<file path="src/rtl/multicycle_controller_if.sv">
// rtl/multicycle_controller_if.sv - controller <-> fetch/datapath/memory signal bundle
interface multicycle_controller_if #(
   parameter int OPC_W    = 6,
   parameter int ALU_OP_W = 3
);
   logic [OPC_W-1:0]    instr;
   logic                instr_ready;
   logic                mem_ready;
   logic                flag_z;
   logic                flag_c;
   logic                fetch_req;
   logic                ir_load;
   logic                pc_write;
   logic                sel_pc_plus1;
   logic                sel_pc_offset;
   logic                sel_pc_const;
   logic [ALU_OP_W-1:0] alu_op;
   logic                sel_alu_src_reg;
   logic                sel_alu_src_const;
   logic                mem_read;
   logic                mem_write;
   logic                sel_rf_in_alu;
   logic                sel_rf_in_mem;
   logic                rf_write_en;
   logic                illegal_op;
   logic                mem_timeout;
   logic [2:0]          state_dbg;

   modport master (
      input  instr, instr_ready, mem_ready, flag_z, flag_c,
      output fetch_req, ir_load, pc_write, sel_pc_plus1, sel_pc_offset, sel_pc_const,
             alu_op, sel_alu_src_reg, sel_alu_src_const, mem_read, mem_write,
             sel_rf_in_alu, sel_rf_in_mem, rf_write_en, illegal_op, mem_timeout, state_dbg
   );

   modport slave (
      output instr, instr_ready, mem_ready, flag_z, flag_c,
      input  fetch_req, ir_load, pc_write, sel_pc_plus1, sel_pc_offset, sel_pc_const,
             alu_op, sel_alu_src_reg, sel_alu_src_const, mem_read, mem_write,
             sel_rf_in_alu, sel_rf_in_mem, rf_write_en, illegal_op, mem_timeout, state_dbg
   );
endinterface

</file>
<file path="src/rtl/multicycle_controller.sv">
// rtl/multicycle_controller.sv - multi-cycle FETCH/DECODE/EXEC/MEM/WB instruction controller
module multicycle_controller #(
   parameter int OPC_W       = 6,
   parameter int ALU_OP_W    = 3,
   parameter int MEM_TIMEOUT = 15
)(
   input  logic                   clk,
   input  logic                   rst,
   multicycle_controller_if.master bus
);
   localparam logic [2:0] S_FETCH  = 3'd0;
   localparam logic [2:0] S_DECODE = 3'd1;
   localparam logic [2:0] S_EXEC   = 3'd2;
   localparam logic [2:0] S_MEM    = 3'd3;
   localparam logic [2:0] S_WB     = 3'd4;

   localparam int               CNT_W   = $clog2(MEM_TIMEOUT + 1);
   localparam logic [CNT_W-1:0] CNT_MAX = CNT_W'(MEM_TIMEOUT);

   logic [2:0]       state, next_state;
   logic [5:0]       op_q;
   logic [CNT_W-1:0] cnt;
   logic             timeout_q;

   logic is_r, is_i, is_stm, is_ldm, is_mem, is_cj, is_uj, is_ill, cj_taken;
   logic in_body, mem_abort;

   assign is_r     = (op_q[5:4] == 2'b00);
   assign is_i     = (op_q[5:4] == 2'b01);
   assign is_stm   = (op_q[5:1] == 5'b10000);
   assign is_ldm   = (op_q[5:1] == 5'b10001);
   assign is_mem   = is_stm | is_ldm;
   assign is_cj    = (op_q[5:3] == 3'b101);
   assign is_uj    = (op_q[5:2] == 4'b1100);
   assign is_ill   = !(is_r | is_i | is_mem | is_cj | is_uj);
   // op[2] picks carry vs zero, op[1] inverts the condition
   assign cj_taken = op_q[2] ? (bus.flag_c ^ op_q[1]) : (bus.flag_z ^ op_q[1]);

   assign in_body   = (state == S_EXEC) || (state == S_MEM) || (state == S_WB);
   assign mem_abort = (state == S_MEM) && !bus.mem_ready && (cnt == CNT_MAX);

   assign bus.mem_timeout = timeout_q;
   assign bus.state_dbg   = state;

   always_ff @(posedge clk or posedge rst) begin
      if (rst) begin
         state     <= S_FETCH;
         op_q      <= '0;
         cnt       <= '0;
         timeout_q <= 1'b0;
      end else begin
         state <= next_state;
         if (state == S_FETCH && bus.instr_ready)
            op_q <= bus.instr[OPC_W-1 -: 6];
         if (state == S_EXEC)
            cnt <= '0;
         else if (state == S_MEM && !bus.mem_ready && cnt != CNT_MAX)
            cnt <= cnt + 1'b1;
         if (mem_abort)
            timeout_q <= 1'b1;
      end
   end

   // Everything is gated by rst so strobes vanish the moment reset is raised
   always_comb begin
      next_state            = state;
      bus.fetch_req         = 1'b0;
      bus.ir_load           = 1'b0;
      bus.pc_write          = 1'b0;
      bus.sel_pc_plus1      = 1'b0;
      bus.sel_pc_offset     = 1'b0;
      bus.sel_pc_const      = 1'b0;
      bus.alu_op            = '0;
      bus.sel_alu_src_reg   = 1'b0;
      bus.sel_alu_src_const = 1'b0;
      bus.mem_read          = 1'b0;
      bus.mem_write         = 1'b0;
      bus.sel_rf_in_alu     = 1'b0;
      bus.sel_rf_in_mem     = 1'b0;
      bus.rf_write_en       = 1'b0;
      bus.illegal_op        = 1'b0;
      if (!rst) begin
         if (in_body) begin
            if (is_r || is_i)
               bus.alu_op = op_q[ALU_OP_W-1:0];
            bus.sel_alu_src_reg   = is_r;
            bus.sel_alu_src_const = is_i | is_mem;
            bus.sel_rf_in_alu     = is_r | is_i;
            bus.sel_rf_in_mem     = is_ldm;
         end
         case (state)
            S_FETCH: begin
               bus.fetch_req = 1'b1;
               if (bus.instr_ready) begin
                  bus.ir_load = 1'b1;
                  next_state  = S_DECODE;
               end
            end
            S_DECODE: begin
               if (is_uj) begin
                  bus.pc_write     = 1'b1;
                  bus.sel_pc_const = 1'b1;
                  next_state       = S_FETCH;
               end else if (is_cj) begin
                  bus.pc_write      = 1'b1;
                  bus.sel_pc_offset = cj_taken;
                  bus.sel_pc_plus1  = !cj_taken;
                  bus.sel_rf_in_alu = 1'b1;
                  next_state        = S_FETCH;
               end else if (is_ill) begin
                  bus.illegal_op   = 1'b1;
                  bus.pc_write     = 1'b1;
                  bus.sel_pc_plus1 = 1'b1;
                  next_state       = S_FETCH;
               end else begin
                  next_state = S_EXEC;
               end
            end
            S_EXEC: next_state = is_mem ? S_MEM : S_WB;
            S_MEM: begin
               bus.mem_write = is_stm;
               bus.mem_read  = is_ldm;
               if (bus.mem_ready) begin
                  if (is_stm) begin
                     bus.pc_write     = 1'b1;
                     bus.sel_pc_plus1 = 1'b1;
                     next_state       = S_FETCH;
                  end else begin
                     next_state = S_WB;
                  end
               end else if (mem_abort) begin
                  bus.pc_write     = 1'b1;
                  bus.sel_pc_plus1 = 1'b1;
                  next_state       = S_FETCH;
               end
            end
            S_WB: begin
               bus.rf_write_en  = 1'b1;
               bus.pc_write     = 1'b1;
               bus.sel_pc_plus1 = 1'b1;
               next_state       = S_FETCH;
            end
            default: next_state = S_FETCH;
         endcase
      end
   end
endmodule
</file>
<file path="src/flat_wrapper.sv">
// flat-port wrapper written by rule: the top's interface ports become plain ports
module multicycle_controller_flat 
#(
   parameter int OPC_W       = 6,
   parameter int ALU_OP_W    = 3,
   parameter int MEM_TIMEOUT = 15
)
  (clk, rst, bus_instr, bus_instr_ready, bus_mem_ready, bus_flag_z, bus_flag_c, bus_fetch_req, bus_ir_load, bus_pc_write, bus_sel_pc_plus1, bus_sel_pc_offset, bus_sel_pc_const, bus_alu_op, bus_sel_alu_src_reg, bus_sel_alu_src_const, bus_mem_read, bus_mem_write, bus_sel_rf_in_alu, bus_sel_rf_in_mem, bus_rf_write_en, bus_illegal_op, bus_mem_timeout, bus_state_dbg);
  multicycle_controller_if #(.OPC_W(OPC_W), .ALU_OP_W(ALU_OP_W)) bus_i ();
  input  logic clk;
  input  logic rst;
  input wire logic [$bits(bus_i.instr)-1:0] bus_instr;
  input wire logic [$bits(bus_i.instr_ready)-1:0] bus_instr_ready;
  input wire logic [$bits(bus_i.mem_ready)-1:0] bus_mem_ready;
  input wire logic [$bits(bus_i.flag_z)-1:0] bus_flag_z;
  input wire logic [$bits(bus_i.flag_c)-1:0] bus_flag_c;
  output wire logic [$bits(bus_i.fetch_req)-1:0] bus_fetch_req;
  output wire logic [$bits(bus_i.ir_load)-1:0] bus_ir_load;
  output wire logic [$bits(bus_i.pc_write)-1:0] bus_pc_write;
  output wire logic [$bits(bus_i.sel_pc_plus1)-1:0] bus_sel_pc_plus1;
  output wire logic [$bits(bus_i.sel_pc_offset)-1:0] bus_sel_pc_offset;
  output wire logic [$bits(bus_i.sel_pc_const)-1:0] bus_sel_pc_const;
  output wire logic [$bits(bus_i.alu_op)-1:0] bus_alu_op;
  output wire logic [$bits(bus_i.sel_alu_src_reg)-1:0] bus_sel_alu_src_reg;
  output wire logic [$bits(bus_i.sel_alu_src_const)-1:0] bus_sel_alu_src_const;
  output wire logic [$bits(bus_i.mem_read)-1:0] bus_mem_read;
  output wire logic [$bits(bus_i.mem_write)-1:0] bus_mem_write;
  output wire logic [$bits(bus_i.sel_rf_in_alu)-1:0] bus_sel_rf_in_alu;
  output wire logic [$bits(bus_i.sel_rf_in_mem)-1:0] bus_sel_rf_in_mem;
  output wire logic [$bits(bus_i.rf_write_en)-1:0] bus_rf_write_en;
  output wire logic [$bits(bus_i.illegal_op)-1:0] bus_illegal_op;
  output wire logic [$bits(bus_i.mem_timeout)-1:0] bus_mem_timeout;
  output wire logic [$bits(bus_i.state_dbg)-1:0] bus_state_dbg;
  assign bus_i.instr = bus_instr;
  assign bus_i.instr_ready = bus_instr_ready;
  assign bus_i.mem_ready = bus_mem_ready;
  assign bus_i.flag_z = bus_flag_z;
  assign bus_i.flag_c = bus_flag_c;
  assign bus_fetch_req = bus_i.fetch_req;
  assign bus_ir_load = bus_i.ir_load;
  assign bus_pc_write = bus_i.pc_write;
  assign bus_sel_pc_plus1 = bus_i.sel_pc_plus1;
  assign bus_sel_pc_offset = bus_i.sel_pc_offset;
  assign bus_sel_pc_const = bus_i.sel_pc_const;
  assign bus_alu_op = bus_i.alu_op;
  assign bus_sel_alu_src_reg = bus_i.sel_alu_src_reg;
  assign bus_sel_alu_src_const = bus_i.sel_alu_src_const;
  assign bus_mem_read = bus_i.mem_read;
  assign bus_mem_write = bus_i.mem_write;
  assign bus_sel_rf_in_alu = bus_i.sel_rf_in_alu;
  assign bus_sel_rf_in_mem = bus_i.sel_rf_in_mem;
  assign bus_rf_write_en = bus_i.rf_write_en;
  assign bus_illegal_op = bus_i.illegal_op;
  assign bus_mem_timeout = bus_i.mem_timeout;
  assign bus_state_dbg = bus_i.state_dbg;
  multicycle_controller #(.OPC_W(OPC_W), .ALU_OP_W(ALU_OP_W), .MEM_TIMEOUT(MEM_TIMEOUT)) u_core (.clk(clk), .rst(rst), .bus(bus_i));
endmodule
</file>
<file path="config.mk">
export PLATFORM = sky130hd
export DESIGN_NAME = multicycle_controller_flat
export DESIGN_NICKNAME = d
export VERILOG_FILES = /design/src/rtl/multicycle_controller_if.sv /design/src/rtl/multicycle_controller.sv /design/src/flat_wrapper.sv
export SDC_FILE = /design/constraint.sdc
export NUM_CORES = 1
export LEC_CHECK = 0
export CELL_PAD_IN_SITES_DETAIL_PLACEMENT = 2
export CELL_PAD_IN_SITES_GLOBAL_PLACEMENT = 2
export CORE_ASPECT_RATIO = 1.2
export CORE_MARGIN = 4
export CORE_UTILIZATION = 29
export CTS_BUF_LIST = sky130_fd_sc_hd__clkbuf_4
export CTS_CLUSTER_SIZE = 20
export DETAILED_ROUTE_END_ITERATION = 10
export PLACE_DENSITY_LB_ADDON = 0.1
export SETUP_SLACK_MARGIN = 0.4
export SYNTH_ARGS = -nofsm -noshare
export SYNTH_HDL_FRONTEND = slang
export SYNTH_SLANG_ARGS = --single-unit
</file>
<file path="constraint.sdc">
create_clock -name clk -period 2.5 [get_ports clk]
set_input_delay 0.5 -clock clk [delete_from_list [all_inputs] [get_ports clk]]
set_output_delay 0.5 -clock clk [all_outputs]
set_load 0.03 [all_outputs]
</file>
# [Word level (Yosys, flattened, before mapping)]
# Index checks and enable logic that the tools add are counted.
[word_totals] in_bits=12 wordCells=100 out_inout_bits=21 register_bits=14
[op_classes] muxes=60 n_eq_ne=13 n_reduce_logical=13 addsub=1 n_bitwise=9
[op_table] operator="$mux W1" count=44
[op_table] operator="$mux W3" count=10
[op_table] operator="$pmux W3 S4" count=1
[op_table] operator="$eq A5 B5 Y1 const B" count=2
[op_table] operator="$eq A4 B4 Y1 const B" count=2
[op_table] operator="$mux W4" count=2
[op_table] operator="$eq A3 B2 Y1 const B" count=2
[op_table] operator="$eq A3 B3 Y1 const B" count=2
[op_table] operator="$or A1 B1 Y1" count=6
[op_table] operator="$pmux W1 S3" count=2
[op_table] operator="$add A4 B1 Y4 const B" count=1
[op_table] operator="$logic_and A1 B1 Y1" count=4
[op_table] operator="$ne A4 B4 Y1 const B" count=1
[op_table] operator="$eq A3 B1 Y1 const B" count=1
[op_table] operator="$logic_not A3 Y1" count=1
[op_table] operator="$logic_or A1 B1 Y1" count=3
[op_table] operator="$ne A3 B2 Y1 const B" count=1
[op_table] operator="$reduce_and A3 Y1" count=1
[op_table] operator="$eq A2 B1 Y1 const B" count=1
[op_table] operator="$logic_not A1 Y1" count=2
[op_table] operator="$logic_not A2 Y1" count=1
[op_table] operator="$mux W2" count=1
[op_table] operator="$ne A2 B2 Y1 const B" count=1
[op_table] operator="$reduce_bool A2 Y1" count=1
[op_table] operator="2 further kinds" count=3

# [Longest topological paths before layout]
[depth] word_depth=10 depth_mapped=5 ltp_nobuf=5

# [Worst setup path after synthesis]
# No wires, ideal clock.
[synth_path] kind="reg2out" from="reg u_core.state[1] (netlist: u_core.bus.state_dbg[1])" to="out bus_ir_load" n_path_buf=1 required_ps=2000 path_stages_with_launch=4 arrival_time_ps=2246 slack_ps=-246 path_cell_list="dfrtp_1 clkbuf_1 nor4_1 and2_1"
[synth_between] elab_chain_cells=3
[synth_rtl] element="start: declaration" line_no="multicycle_controller.sv:20" text="logic [2:0] state, next_state;"
[synth_rtl] element="start signal: assignment" line_no="multicycle_controller.sv:52" text="state <= next_state;"
[synth_rtl] element="$logic_not A3 Y1" line_no="multicycle_controller.sv:91" text="case (state)"
[synth_rtl] element="$mux W1" line_no="multicycle_controller.sv:91"
[synth_rtl] element="$mux W1" line_no="multicycle_controller.sv:82" text="if (!rst) begin"
[synth_rtl] element="end: declaration" line_no="flat_wrapper.sv:18" text="output wire logic [$bits(bus_i.ir_load)-1:0] bus_ir_load;"
# Every way passes these cells.

# [Final worst setup path]
[layout_path] from="in bus_flag_z" to="out bus_sel_pc_plus1"
[layout_between] elab_chain_cells=7
[layout_rtl] element="start: declaration" line_no="flat_wrapper.sv:15" text="input wire logic [$bits(bus_i.flag_z)-1:0] bus_flag_z;"
[layout_rtl] element="$xor A1 B1 Y1" line_no="multicycle_controller.sv:37" text="assign cj_taken = op_q[2] ? (bus.flag_c ^ op_q[1]) : (bus.flag_z ^ op_q[1]);"
[layout_rtl] element="$mux W1" line_no="multicycle_controller.sv:37"
[layout_rtl] element="$logic_not A1 Y1" line_no="multicycle_controller.sv:107" text="bus.sel_pc_plus1 = !cj_taken;"
[layout_rtl] element="$mux W1" line_no="multicycle_controller.sv:104" text="end else if (is_cj) begin"
[layout_rtl] element="$mux W1" line_no="multicycle_controller.sv:100" text="if (is_uj) begin"
[layout_rtl] element="$pmux W1 S3" line_no="multicycle_controller.sv:91"
[layout_rtl] element="$mux W1" line_no="multicycle_controller.sv:82"
[layout_rtl] element="end: declaration" line_no="flat_wrapper.sv:20" text="output wire logic [$bits(bus_i.sel_pc_plus1)-1:0] bus_sel_pc_plus1;"
# Every way passes these cells.

==> flow_metrics.py <==
metrics = {
    "yosys": {
        "yosysWarnings": 0,
        "synthDistinctLibCells": 42,
        "synth-seq-area-share_pct": 35.3,
        "synth_cells": 112,
        "synthFlopType": "dfrtp_1",
        "syn_area_um2": 993,
        "synth-edff-count": 0,
        "syn_area_per_cell_um2": 8.87,
        "ys_ff_latch": 14,
        "syn_nets": 125,
        "synth-async-reset-ratio_pct": 100,
    },
    "hold_path": {
        "hold_depth": 1,
        "hp-class": "flip-flop to flip-flop",
        "hold_end": "u_core.bus.mem_timeout",
        "worstHoldStart": "u_core.bus.mem_timeout",
    },
    "floorplanning": {
        "rows": 23,
        "core-area_um2": 3310,
        "start_util_pct": 30.0,
        "die_x_um": 61.4,
        "die_h_um": 72.1,
        "dieArea_um2": 4430,
        "io_pins": 33,
    },
    "detailed_routing": {
        "wire_per_inst_um": 24.6,
        "vias": 1147,
        "first_iter_violations": 42,
        "drtPass1Iterations": 2,
        "drt_wl_total_um": 5090,
        "drc": 0,
        "ant_nets": 0,
        "via_per_inst": 5.54,
    },
    "worst_setup_path": {
        "crit_family": "buffers and inverters",
        "slowest_delay_ns": 0.41,
        "crit_type": "primary input to output pin",
        "rr_endpoint": "u_core.bus.state_dbg[1]",
        "cp_data_arrival_time_ns": 1.95,
        "slowest_stage": "clkdlybuf4s50_1",
        "worstSetupStartpointType": "primary input",
        "crit_chain": "clkdlybuf4s50_1 > mux2i_1 > mux2i_1 > nand4_1 > a21oi_2 > buf_6",
        "reg2reg_slack_ns": 0.59,
        "cp_common_cell": "mux2i_1",
        "cp-end-kind": "output pin",
        "rr_worst_depth": 6,
        "r2r-start": "u_core.op_q[4]",
        "cp_num_buf_inv": 2,
        "worstPathMaxFanout": 2,
        "worstPathRequired_ns": 2.00,
    },
    "clocking": {
        "cts_max_level": 1,
        "clock_latency_ns": 0.28,
        "numCtsBuffers": 3,
        "clockBufferDepth": 2,
        "cts_hold_buf": 0,
        "clkSinkCount": 14,
        "root_buffer": "clkbuf_4",
        "cts_tree": "built",
        "clk_pin_slew_ns": 0.10,
    },
    "pwr": {
        "netSwitchingFraction_pct": 47.3,
        "power_uw": 1670,
        "comb_power_share_pct": 67.5,
        "netSwitchingPower_uw": 790,
        "power_leakage_uw": 0.000802,
        "ir_drop_mv": 0.438,
        "power_frac_seq_pct": 24.3,
        "power.share.clock_pct": 8.2,
        "power.density_nw_per_um2": 907,
        "p_int_uw": 880,
    },
    "sta": {
        "tightestPinTransition_ns": 0.555,
        "max_freq_ghz": 0.408,
        "finalClockSkew_ns": 0.0132,
        "drv_slew": 0,
        "finalHoldViolations": 0,
        "rsz0062_at_grt": "true",
        "fin_crit_ns": 2.45,
        "timing.final.setup_violations": 0,
        "slew_headroom_pct": 62.6,
        "finalSetupTns_ns": 0,
        "finalCritPeriodShare_pct": 98.1,
        "whs_ns": 0.475,
    },
    "finish": {
        "nFillCells": 319,
        "final_cell_area_um2": 1840,
        "drive_gt1_share_pct": 55.9,
        "antenna_cells": 0,
        "syn_to_final_growth_pct": 85.3,
        "fin_cells": 207,
        "nets": 184,
    },
    "grt": {
        "overflow": 0,
        "grt_pass1_vias": 1225,
        "antenna_found_initial": 0,
        "grt_pass1_wl_um": 6310,
        "track_usage_pct": 19.1,
        "grt_max_degree": 16,
    },
    "placed_design": {
        "place.gp.congestion": 0.824,
        "placed_cells": 186,
        "port_buffers": 32,
        "post_dp_cell_area_um2": 1460,
        "post-dp-hpwl_um": 2610,
    },
    "run": {
        "cap_violations": 0,
    },
    "run_status": {
        "status": "complete, no violations",
    },
}
metal layers:
metal	global-route usage (%)	share of wire, %	up-vias
li1	-	-	530
met1	22.2	40	583
met2	35.5	55	26
met3	3.20	2.5	8
met4	4.48	1.8	0
met5	0	0	-
layout by cell type (no fill, tap or decap), types with 3 or more instances in the layout:
cell,instances
nor4_2,3
o21ai_0,3
clkdlybuf4s50_1,11
nor4_4,4
dfrtp_1,11
dlygate4sd2_1,3
nand2b_1,3
nor2_1,5
nor3_1,5
nand2_1,6
buf_4,29
nand3_1,3
and2_4,4
a21oi_1,3
dfrtp_2,3
mux2_2,6
clkbuf_4,3
buf_6,16
kinds of logic after synthesis:
family	synth area share [%]
DFF	35.3
adders and majority gates	1.26
and+or+nand+nor	36.6
AOI/OAI and AO/OA	11.3
buffers and inverters	3.40
muxes	10.3
xor gates and xnor gates	1.76
power groups by stage:
stage	Clock, uW	Sequential [uW]	Combinational, uW
2_1_floorplan	0	402	452
3_5_place_dp	0	412	709
3_3_place_gp	0	404	686
4_1_cts	139	388	903
5_1_grt	154	415	1190
6_report	136	406	1130
worst register-to-register path, cell delays in order (launching register included):
cell and delay, ns:
dfrtp_1 0.40, or4b_4 0.58, buf_6 0.17, buf_4 0.15, nor3_1 0.22, o21ai_0 0.16, o31ai_1 0.12
registers in the layout, summed over array words and instances, names as in the netlist:
register and flops:
u_core.bus.mem_timeout 1, u_core.bus.state_dbg 3, u_core.cnt 4, u_core.op_q 6
final cells by class:
type	instances	area, um^2	share of cell area [%]
Sequential cell	14	354	19.2
Tap cell	37	46.3	2.52
Timing Repair Buffer	60	547	29.7
Inverter	2	7.51	0.408
Clock inverter	1	3.75	0.204
Clock buffer	3	22.5	1.22
Multi-Input combinational cell	90	860	46.7
worst max path at each step:
| stage | start | end | slack, ns | depth (start not counted) |
|---|---|---|---|---|
| after floorplan | u_core.bus.state_dbg[0] | bus_illegal_op | 0.27 | 3 |
| after global placement | bus_flag_c | bus_sel_pc_plus1 | 0.15 | 6 |
| after detailed placement | bus_flag_c | bus_sel_pc_plus1 | 0.13 | 6 |
| after CTS | u_core.op_q[4] | bus_sel_rf_in_mem | 0.18 | 6 |
| after global routing | bus_flag_c | bus_sel_pc_plus1 | -0.002 | 6 |
| final | bus_flag_z | bus_sel_pc_plus1 | 0.05 | 6 |
cells in the mapped netlist (all sizes together), types with 2 or more instances:
cell | n | share of area (%)
o21ai | 4 | 2.0
nor3 | 9 | 4.5
inv | 2 | 0.76
nand2 | 8 | 3.0
buf | 3 | 1.5
nand2b | 4 | 2.5
nand3 | 3 | 1.5
a21o | 2 | 1.5
and2 | 4 | 2.6
a21oi | 5 | 2.5
nor4 | 7 | 5.7
clkbuf | 3 | 1.1
dfrtp | 14 | 35
and4b | 2 | 2.0
nor2b | 4 | 2.5
mux2 | 7 | 8.3
nor2 | 9 | 3.4
mux2i | 2 | 2.0
metrics by stage:
stage | setup slack, ns | util [%]
final | 0.0469 | 55.6
after global routing | -0.00197 | 55.6
after CTS | 0.176 | 50.4
after detailed placement | 0.135 | 44.1
after global placement | 0.147 | 44.1
after floorplan | 0.274 | -
timing repair:
item | 4_1_cts | 5_1_grt
setup buffers | 10 | 7
pin swaps | 4 | 11
setup endpoints to repair | 19 | 16
resized for setup | 30 | 26
(Power assumes the default switching activity.)
